### src/rtl/piso_tx.sv
// Parallel-in serial-out transmitter: one DATA_WIDTH word in over valid/ready,
// one bit per transfer out over a serial valid/ready stream, no bubble between words.
module piso_tx #(
    parameter int unsigned DATA_WIDTH = 8,
    parameter bit          LSB_FIRST  = 1'b0
) (
    input  logic                  clk,
    input  logic                  reset,
    input  logic [DATA_WIDTH-1:0] in_data,
    input  logic                  in_valid,
    output logic                  in_ready,
    output logic                  ser_out,
    output logic                  ser_valid,
    output logic                  ser_last,
    input  logic                  ser_ready,
    output logic                  busy
);

    localparam int unsigned CNT_W = $clog2(DATA_WIDTH);
    localparam logic [CNT_W-1:0] CNT_LOAD = CNT_W'(DATA_WIDTH - 1);

    typedef enum logic {
        IDLE  = 1'b0,
        SHIFT = 1'b1
    } state_e;

    state_e                state_q, state_d;
    logic [DATA_WIDTH-1:0] shift_q, shift_d;
    logic [CNT_W-1:0]      cnt_q,   cnt_d;
    logic                  accept;
    logic                  xfer;
    logic [DATA_WIDTH-1:0] shifted;

    // Outputs decode straight from state flops; only in_ready sees ser_ready.
    assign ser_valid = (state_q == SHIFT);
    assign ser_last  = ser_valid & (cnt_q == '0);
    assign ser_out   = LSB_FIRST ? shift_q[0] : shift_q[DATA_WIDTH-1];
    assign busy      = ser_valid;
    assign in_ready  = ~reset & ((state_q == IDLE) | (ser_last & ser_ready));

    assign accept  = in_valid & in_ready;
    assign xfer    = ser_valid & ser_ready;
    assign shifted = LSB_FIRST ? (shift_q >> 1) : (shift_q << 1);

    always_comb begin
        state_d = state_q;
        shift_d = shift_q;
        cnt_d   = cnt_q;
        unique case (state_q)
            IDLE: begin
                if (accept) begin
                    shift_d = in_data;
                    cnt_d   = CNT_LOAD;
                    state_d = SHIFT;
                end
            end
            SHIFT: begin
                if (xfer) begin
                    if (cnt_q != '0) begin
                        shift_d = shifted;
                        cnt_d   = cnt_q - CNT_W'(1);
                    end else if (accept) begin
                        // Last bit leaves while next word loads: no idle cycle.
                        shift_d = in_data;
                        cnt_d   = CNT_LOAD;
                    end else begin
                        shift_d = '0;
                        state_d = IDLE;
                    end
                end
            end
            default: begin
                state_d = IDLE;
                shift_d = '0;
                cnt_d   = '0;
            end
        endcase
    end

    always_ff @(posedge clk or posedge reset) begin
        if (reset) begin
            state_q <= IDLE;
            shift_q <= '0;
            cnt_q   <= '0;
        end else begin
            state_q <= state_d;
            shift_q <= shift_d;
            cnt_q   <= cnt_d;
        end
    end

endmodule

### config.mk
export PLATFORM = sky130hd
export DESIGN_NAME = piso_tx
export DESIGN_NICKNAME = d
export VERILOG_FILES = /design/src/rtl/piso_tx.sv
export SDC_FILE = /design/constraint.sdc
export NUM_CORES = 1
export LEC_CHECK = 0
export CAP_MARGIN = 5
export CORE_MARGIN = 5
export CORE_UTILIZATION = 46
export CTS_CLUSTER_SIZE = 16
export DETAILED_ROUTE_END_ITERATION = 8
export PLACE_DENSITY = 0.86
export SLEW_MARGIN = 25
export SYNTH_ARGS = -nofsm -noshare
export SYNTH_HDL_FRONTEND = slang
export SYNTH_SLANG_ARGS = --single-unit
### constraint.sdc
create_clock -name clk -period 1.69 [get_ports clk]
set_input_delay 0.338 -clock clk [delete_from_list [all_inputs] [get_ports clk]]
set_output_delay 0.338 -clock clk [all_outputs]
set_load 0.05 [all_outputs]
After elaboration in Yosys (flattened, before gate mapping):

Index checks and enable logic that the tools add are counted.

* flip-flop bits (word level): 12
* logic and storage cells: 30

* add/sub/neg operators: 1
* equal/unequal tests: 2
* multiplexer cells: 13
* bitwise operators: 8
* reduce and logical (&&, ||, !) cells: 3

Operators with widths (number)
* $mux 8: 4
* $pmux 8 s2: 1
* $mux 3: 3
* $pmux 3 s2: 1
* $and 1x1->1: 5
* $logic_not 3->1: 1
* $mux 1: 3
* $reduce_bool 3->1: 1
* $sub 3x1->3 const B: 1
* $ne 2x1->1 const B: 1
* $ne 2x2->1 const B: 1
* $not 1->1: 2
* $pmux 1 s2: 1
* $reduce_and 2->1: 1
* $or 1x1->1: 1

Depth between registers and ports, before layout:

Gate-level depths: netlist (run 1).

* word-level depth: 10
* depth in mapped cells: 6

Worst setup path before layout (run 1):

Ideal clock, no wire load.

* path type: register to output
* start: register cnt_q[0]
* end: output port in_ready
* arrival time: 1609 ps
* required time: 1352 ps
* setup slack: -257 ps
* stages on the path, launching flop included: 5
* buffers on the path: 0
* path through: dfrtp_1 -> inv_1 -> ha_1 -> nand3b_1 -> a21oi_1

* word-level cells in the longest chain between the ends: 5

RTL lines
* start, declared: RTL line 29 `logic [CNT_W-1:0] cnt_q, cnt_d;`
* start signal, assigned: RTL line 88 `cnt_q <= cnt_d;`
* $logic_not 3->1: RTL line 36 `assign ser_last = ser_valid & (cnt_q == '0);`
* $and 1x1->1: RTL line 36
* $and 1x1->1: RTL line 39 `assign in_ready = ~reset & ((state_q == IDLE) | (ser_last & ser_ready));`
* $or 1x1->1: RTL line 39
* $and 1x1->1: RTL line 39
* end, declared: RTL line 11 `output logic in_ready,`

Every way passes these cells.

Worst setup path in the final report (run 1):

Ends and elaborated chain as after synthesis.

==> reports/results.txt, run 1 <==
beginning of the worst hold path = shift_q[0]$_DFFE_PP0P_
post-route antenna net violation count = 0
post-synthesis async set-or-reset flop share = 1.00
startpoint types = register
CP Data Arrival Time = 1.41 ns
initial antenna violation count = 0
Avg WL per Cell = 14.7 um
Hold Path End = shift_q[0]$_DFFE_PP0P_
Placer Congestion = 0.738
maximum vdd ir drop = 738 uV
register area share after synthesis = 0.455
cts hold-fix bufs = 0
routed vias = 571
fin crit period = 1.75 ns
Area growth syn-to-layout = 47.2%
synthesized net count = 73
DRC = 0
die width = 47.9 um
First-pass DRT Iterations = 4
drt total wl = 1470 um
Worst Tran Pin Value = 0.464 ns
cell accounting for the most synthesized area = dfrtp_1
failing checks = negative setup slack
post-route clock period utilization = 1.03
share of layout cells above drive strength 1 = 0.365
most frequent cell after synthesis = dfrtp_1
launching point of the worst reg2reg path = cnt_q[0]$_DFFE_PP0P_
Distinct cells, synth = 25
Top FF cell, synth = dfrtp_1
endpoints failing hold = 0
initial core utilization = 0.495
nets = 101
endpoint class of the critical path = primary output
WS Path Type = reg2out
first-pass GRT wire length = 2470 um
PD cells = 1400 nW/um2
largest net degree at the start of global routing = 13
worst-path fanout max = 4
CP required = 1.35 ns
initial detailed-routing violation count = 15
H-Tree Depth = 1
multi-input logic area = 343 um2
HP Class = reg2reg
Synth top cells by count = dfrtp_1, a221o_1, nor3b_1
Post-synth EDFFs = 0
I/O Buffers = 16
Die Height = 47.9 um
GRT Overall Usage = 0.159
R2R cell count = 6
status = complete, but fails checks
Worst setup startpoint = cnt_q[0]$_DFFE_PP0P_
I/O pin count = 17
Pins Over Slew Limit = 0
Max stage delay cell, worst path = dfrtp_1
Yosys warnings = 0
Cell Area, Synth = 661 um2
Rows = 13
Hold Worst Slack = 0.502 ns
Register Area = 300 um2
clock buffers created by TritonCTS = 3
CTS sink cnt = 12
HPWL Detailed = 1060 um
R2R setup slack = 0.20 ns
PnR worst setup slack = -0.0573 ns
Rel. slew slack = 0.690
vias in the first global route = 545
share of the synthesized area in the top cell type = 0.455
FMAX = 0.572 GHz
Pwr Total = 1.36 mW
WHS Path Cells = 1
Filler Cells Inserted = 101
final setup skew = 0.00504 ns
DR vias/cell = 5.71
full die area = 2290 um2
Max Cap Viol = 0
top cells by area, synth = dfrtp_1, a221o_1, nor3b_1
n_diodes = 0
Std-Cell Core Area = 1330 um2
FF+latch count, synth = 12
GRT overflow = 0
Synth Instances = 59
CP Cell Sequence = inv_2, ha_4, nand3b_1, a21oi_2, buf_12
CTS tree = done
CP peak stage delay = 0.41 ns
clock buffer depth = 2
Synth Area per Inst = 11.2 um2
final setup fails = 2
reg2reg end = cnt_q[1]$_DFFE_PP0P_
clock latency at the later pin of the worst-skew pair = 0.27 ns
RSZ-0062 raised after global routing = yes
Leak = 0.441 nW
Worst-path clk slew = 0.07 ns
Root Driver = clkbuf_4
kinds of logic (layout without fill, tap and decap cells):
logic type               after synthesis  count (layout)  synth area share
AO/OA/AOI/OAI                         19              19             0.261
AND/OR/NAND/NOR                       19              19             0.188
adder cells (fa/ha/maj)                2               2            0.0379
flip-flops                            12              12             0.455
buffers and inverters                  7              33            0.0587
worst max-delay path by stage:
stage                           to  slack, ns
after global routing      in_ready      -0.13
after detailed placement  in_ready      -0.05
final                     in_ready      -0.06
after floorplan           in_ready       0.03
after global placement    in_ready      0.003
after CTS                 in_ready      -0.05
worst max-delay path, delay by kind of cell, from the launching register on:
kind                       cells  cell delay, ns
AOI/OAI and AO/OA              1            0.21
adders and majority gates      1            0.14
buffers and inverters          2            0.26
DFF                            1            0.41
and+or+nand+nor                1            0.11
power breakdown:
group / internal, mW / switching (mW)
Sequential: 0.392 / 0.0814
Clock: 0.0824 / 0.0906
Combinational: 0.382 / 0.332
final cells by class:
cell class	instances	area share
multi-input combinational	40	0.353
sequential	12	0.309
timing repair buffer	26	0.281
clock buffer	3	0.0232
tap	15	0.0193
inverter	4	0.0154
metrics by stage:
| stage | TNS (ns) | util | instance area [um2] | worst slack (ns) | cells |
|---|---|---|---|---|---|
| 2_1_floorplan | 0 | - | 666 | 0.0304 | 59 |
| 3_3_place_gp | 0 | 0.683 | 911 | 0.00279 | 94 |
| 3_5_place_dp | -0.128 | 0.683 | 911 | -0.0547 | 94 |
| 4_1_cts | -0.0502 | 0.729 | 972 | -0.0455 | 100 |
| 5_1_grt | -0.213 | 0.729 | 972 | -0.132 | 100 |
| 6_report | -0.0792 | 0.729 | 972 | -0.0573 | 100 |
registers in the layout, indices dropped and copies added (netlist names):
| register | flops |
|---|---|
| busy | 1 |
| cnt_q | 3 |
| shift_q | 8 |
cells in the final DEF, fill, tap and decap left out, types with 2 or more instances in the layout:
cell / synthesis / final
nand2_1: 5 / 5
clkdlybuf4s50_1: 0 / 11
a221o_1: 7 / 7
o21ai_0: 3 / 3
dfrtp_1: 12 / 12
a2bb2oi_1: 2 / 2
inv_2: 0 / 2
buf_4: 1 / 11
nor3b_1: 7 / 7
clkbuf_4: 0 / 3
inv_1: 4 / 2
buf_12: 0 / 4
metal layers:
metal | vias up | routed length [um] | GRT usage
li1 | 276 | - | -
met1 | 277 | 674 | 0.203
met2 | 18 | 703 | 0.259
met3 | 0 | 92 | 0.0677
met4 | 0 | 0 | 0.0161
met5 | - | 0 | 0
repair_timing:
action                                  in CTS  in global routing
setup buffers                                3                  0
endpoints found under the setup margin       2                  2
pin swaps                                    2                  0
gates resized for setup                      6                  0
endpoints found under the hold margin        0                  0
(Power assumes the default switching activity.)
==> run 2: changes to the inputs <==
CELL_PAD_IN_SITES_DETAIL_PLACEMENT = 1   (was not set)
CELL_PAD_IN_SITES_GLOBAL_PLACEMENT = 1   (was not set)
CORE_UTILIZATION = 35   (was 46)
PLACE_DENSITY = not set   (was 0.86)
PLACE_DENSITY_LB_ADDON = 0.05   (was not set)
==> run 2 against run 1 <==
  * The run still ends with negative setup slack left
  * Total power grew 7.1%
  * Critical path type unchanged
  * Final cell count grew 16%
  * Utilization decreased by 14 points
  * Highest routed layer is now met4
  * Via count grew 2.1%
  * Non-clock buffer count grew 5
==> reports/results.txt, run 2 (synthesis results as in run 1) <==
endpoints failing hold = 0 (unchanged)
power share of the combinational group = 0.514 (-0.011)
clock buffer depth = 2 (unchanged)
DR vias/cell = 5.03 (-12%)
Std-Cell Core Area = 1760 um2 (+32%)
die width = 53.4 um (+12%)
DRC = 0 (unchanged)
Die Height = 53.4 um (+12%)
share of layout cells above drive strength 1 = 0.418 (+0.0529)
vias in the first global route = 669 (+23%)
CP Data Arrival Time = 1.36 ns (-0.05 ns)
Power Internal = 938 uW (+9.5%)
Worst-path clk slew = 0.07 ns (about the same)
initial antenna violation count = 0 (unchanged)
worst-path fanout max = 4 (unchanged)
PnR worst setup slack = -0.0106 ns (+0.0467 ns)
Root Driver = clkbuf_4
Pins Over Slew Limit = 0 (unchanged)
final setup fails = 2 (unchanged)
Avg WL per Cell = 14.5 um (-1.3%)
n_diodes = 0 (unchanged)
switch share = 0.356 (-0.0142)
CTS sink cnt = 12 (unchanged)
initial core utilization = 0.374 (-0.121)
PD cells = 1410 nW/um2 (+0.52%)
drt total wl = 1680 um (+14%)
largest net degree at the start of global routing = 13 (unchanged)
Sum Neg Setup Slack = -0.0172 ns (+0.0620 ns)
first-pass GRT wire length = 3040 um (+23%)
initial detailed-routing violation count = 8 (-7)
H-Tree Depth = 1 (unchanged)
FMAX = 0.588 GHz (+2.7%)
routed vias = 583 (+2.1%)
RSZ-0062 raised after global routing = yes
commonest non-fill, non-tap cells in the layout = buf_4, dfrtp_1, clkdlybuf4s50_1, nor3b_1, a221o_1
Pwr Total = 1.46 mW (+7.1%)
CP required = 1.35 ns (about the same)
switching pwr = 520 uW (+3.0%)
Largest Register = shift_q
Leak = 0.471 nW (+6.8%)
startpoint types = register
Worst setup startpoint = cnt_q[0]$_DFFE_PP0P_
WS Path Type = reg2out
I/O pin count = 17 (unchanged)
commonest non-fill, non-tap cell in the layout = buf_4
beginning of the worst hold path = shift_q[0]$_DFFE_PP0P_
clock buffers created by TritonCTS = 3 (unchanged)
final setup skew = 0.00454 ns (-0.000504 ns)
GRT Overall Usage = 0.147 (-0.0117)
launching point of the worst reg2reg path = cnt_q[1]$_DFFE_PP0P_
GRT overflow = 0 (unchanged)
CTS tree = done
HPWL Detailed = 1220 um (+15%)
fin crit period = 1.70 ns (-0.0467 ns)
clock group share of total power = 0.157 (+0.030)
Placer Congestion = 0.684 (-7.4%)
full die area = 2860 um2 (+25%)
First-pass DRT Iterations = 4 (unchanged)
reg2reg end = shift_q[5]$_DFFE_PP0P_
R2R cell count = 7 (+1)
maximum vdd ir drop = 738 uV (about the same)
status = complete, but fails checks
Seq pwr share = 0.329 (-0.019)
post-route antenna net violation count = 0 (unchanged)
flip-flop count of the largest register after layout = 8 (unchanged)
R2R setup slack = 0.17 ns (-0.03 ns)
WHS Path Cells = 1 (unchanged)
Max Cap Viol = 0 (unchanged)
failing checks = negative setup slack
clock latency at the later pin of the worst-skew pair = 0.27 ns (about the same)
Worst Tran Pin Value = 0.485 ns (+0.0206 ns)
endpoint class of the critical path = primary output
Hold Path End = shift_q[0]$_DFFE_PP0P_
Rows = 15 (+2)
nets = 106 (+5.0%)
I/O Buffers = 16 (unchanged)
post-route clock period utilization = 1.01 (-0.0277)
Rel. slew slack = 0.676 (-0.0138)
Area growth syn-to-layout = 56.8%
HP Class = reg2reg
-- run 2: cell count changes in the layout (fill, tap and decap cells not counted) --
cell / before / now
and2_2: 0 / 1
and2_4: 1 / 0
clkbuf_8: 0 / 1
dfrtp_1: 12 / 11
buf_4: 11 / 16
dfrtp_2: 0 / 1
-- run 2: through the flow --
| stage | setup WS [ns] | instance area [um2] | cells | utilization | hold WS (ns) |
|---|---|---|---|---|---|
| after floorplan | 0.0304 | 666 | 59 | - | 0.203 |
| after global placement | 0.0278 | 931 | 105 | 0.528 | 0.485 |
| after detailed placement | -0.0114 | 931 | 105 | 0.528 | 0.490 |
| after CTS | -0.0157 | 1030 | 115 | 0.582 | 0.510 |
| after global routing | -0.133 | 1040 | 116 | 0.587 | 0.542 |
| final | -0.0106 | 1040 | 116 | 0.587 | 0.507 |
-- run 2: per-layer routing --
layer / track usage / share of wire
met4: 0.0255 / 0.0065
met3: 0.0507 / 0.042
met2: 0.249 / 0.48
met1: 0.179 / 0.47
met5: 0 / 0
-- run 2: worst max-delay path, stage by stage (launching register included) --
cell and delay (ns):
dfrtp_1 0.37, inv_2 0.06, ha_4 0.16, nor2b_2 0.15, and2_2 0.21, buf_12 0.15
-- run 2: layout make-up --
cell class              count  area, um2
repair buffers             31        310
fillers                   209        728
multi-input cells          40        342
clock buffers               4       36.3
well taps                  25       31.3
flip-flops and latches     12        302
inverters                   4       15.0
-- run 2: power by group through the flow --
stage / clock [mW] / combinational (mW) / sequential [mW]
finish: 0.229 / 0.749 / 0.480
global route: 0.256 / 0.815 / 0.496
CTS: 0.237 / 0.724 / 0.476
detailed placement: 0 / 0.612 / 0.486
global placement: 0 / 0.598 / 0.483
floorplan: 0 / 0.371 / 0.508
-- run 2: timing repair --
| item | CTS | global route |
|---|---|---|
| pin swaps | 3 | 2 |
| hold buffers | 0 | 0 |
| setup buffers | 6 | 2 |
| endpoints found under the setup margin | 2 | 12 |
| hold endpoints to repair | 0 | 0 |
| gates resized for setup | 5 | 1 |
-- run 2: worst max path at each step --
stage          cells after the start  slack [ns]                endpoint
2_1_floorplan                      4        0.03                in_ready
3_3_place_gp                       5        0.03  shift_q[5]$_DFFE_PP0P_
3_5_place_dp                       4       -0.01                in_ready
4_1_cts                            5       -0.02                in_ready
5_1_grt                            5       -0.13                in_ready
6_report                           5       -0.01                ser_last
==> run 3: changes to the inputs <==
SLEW_MARGIN = 20   (was 25)
==> results of run 3 <==
No change in the layout: final DEF, timing and power equal those of run 2.
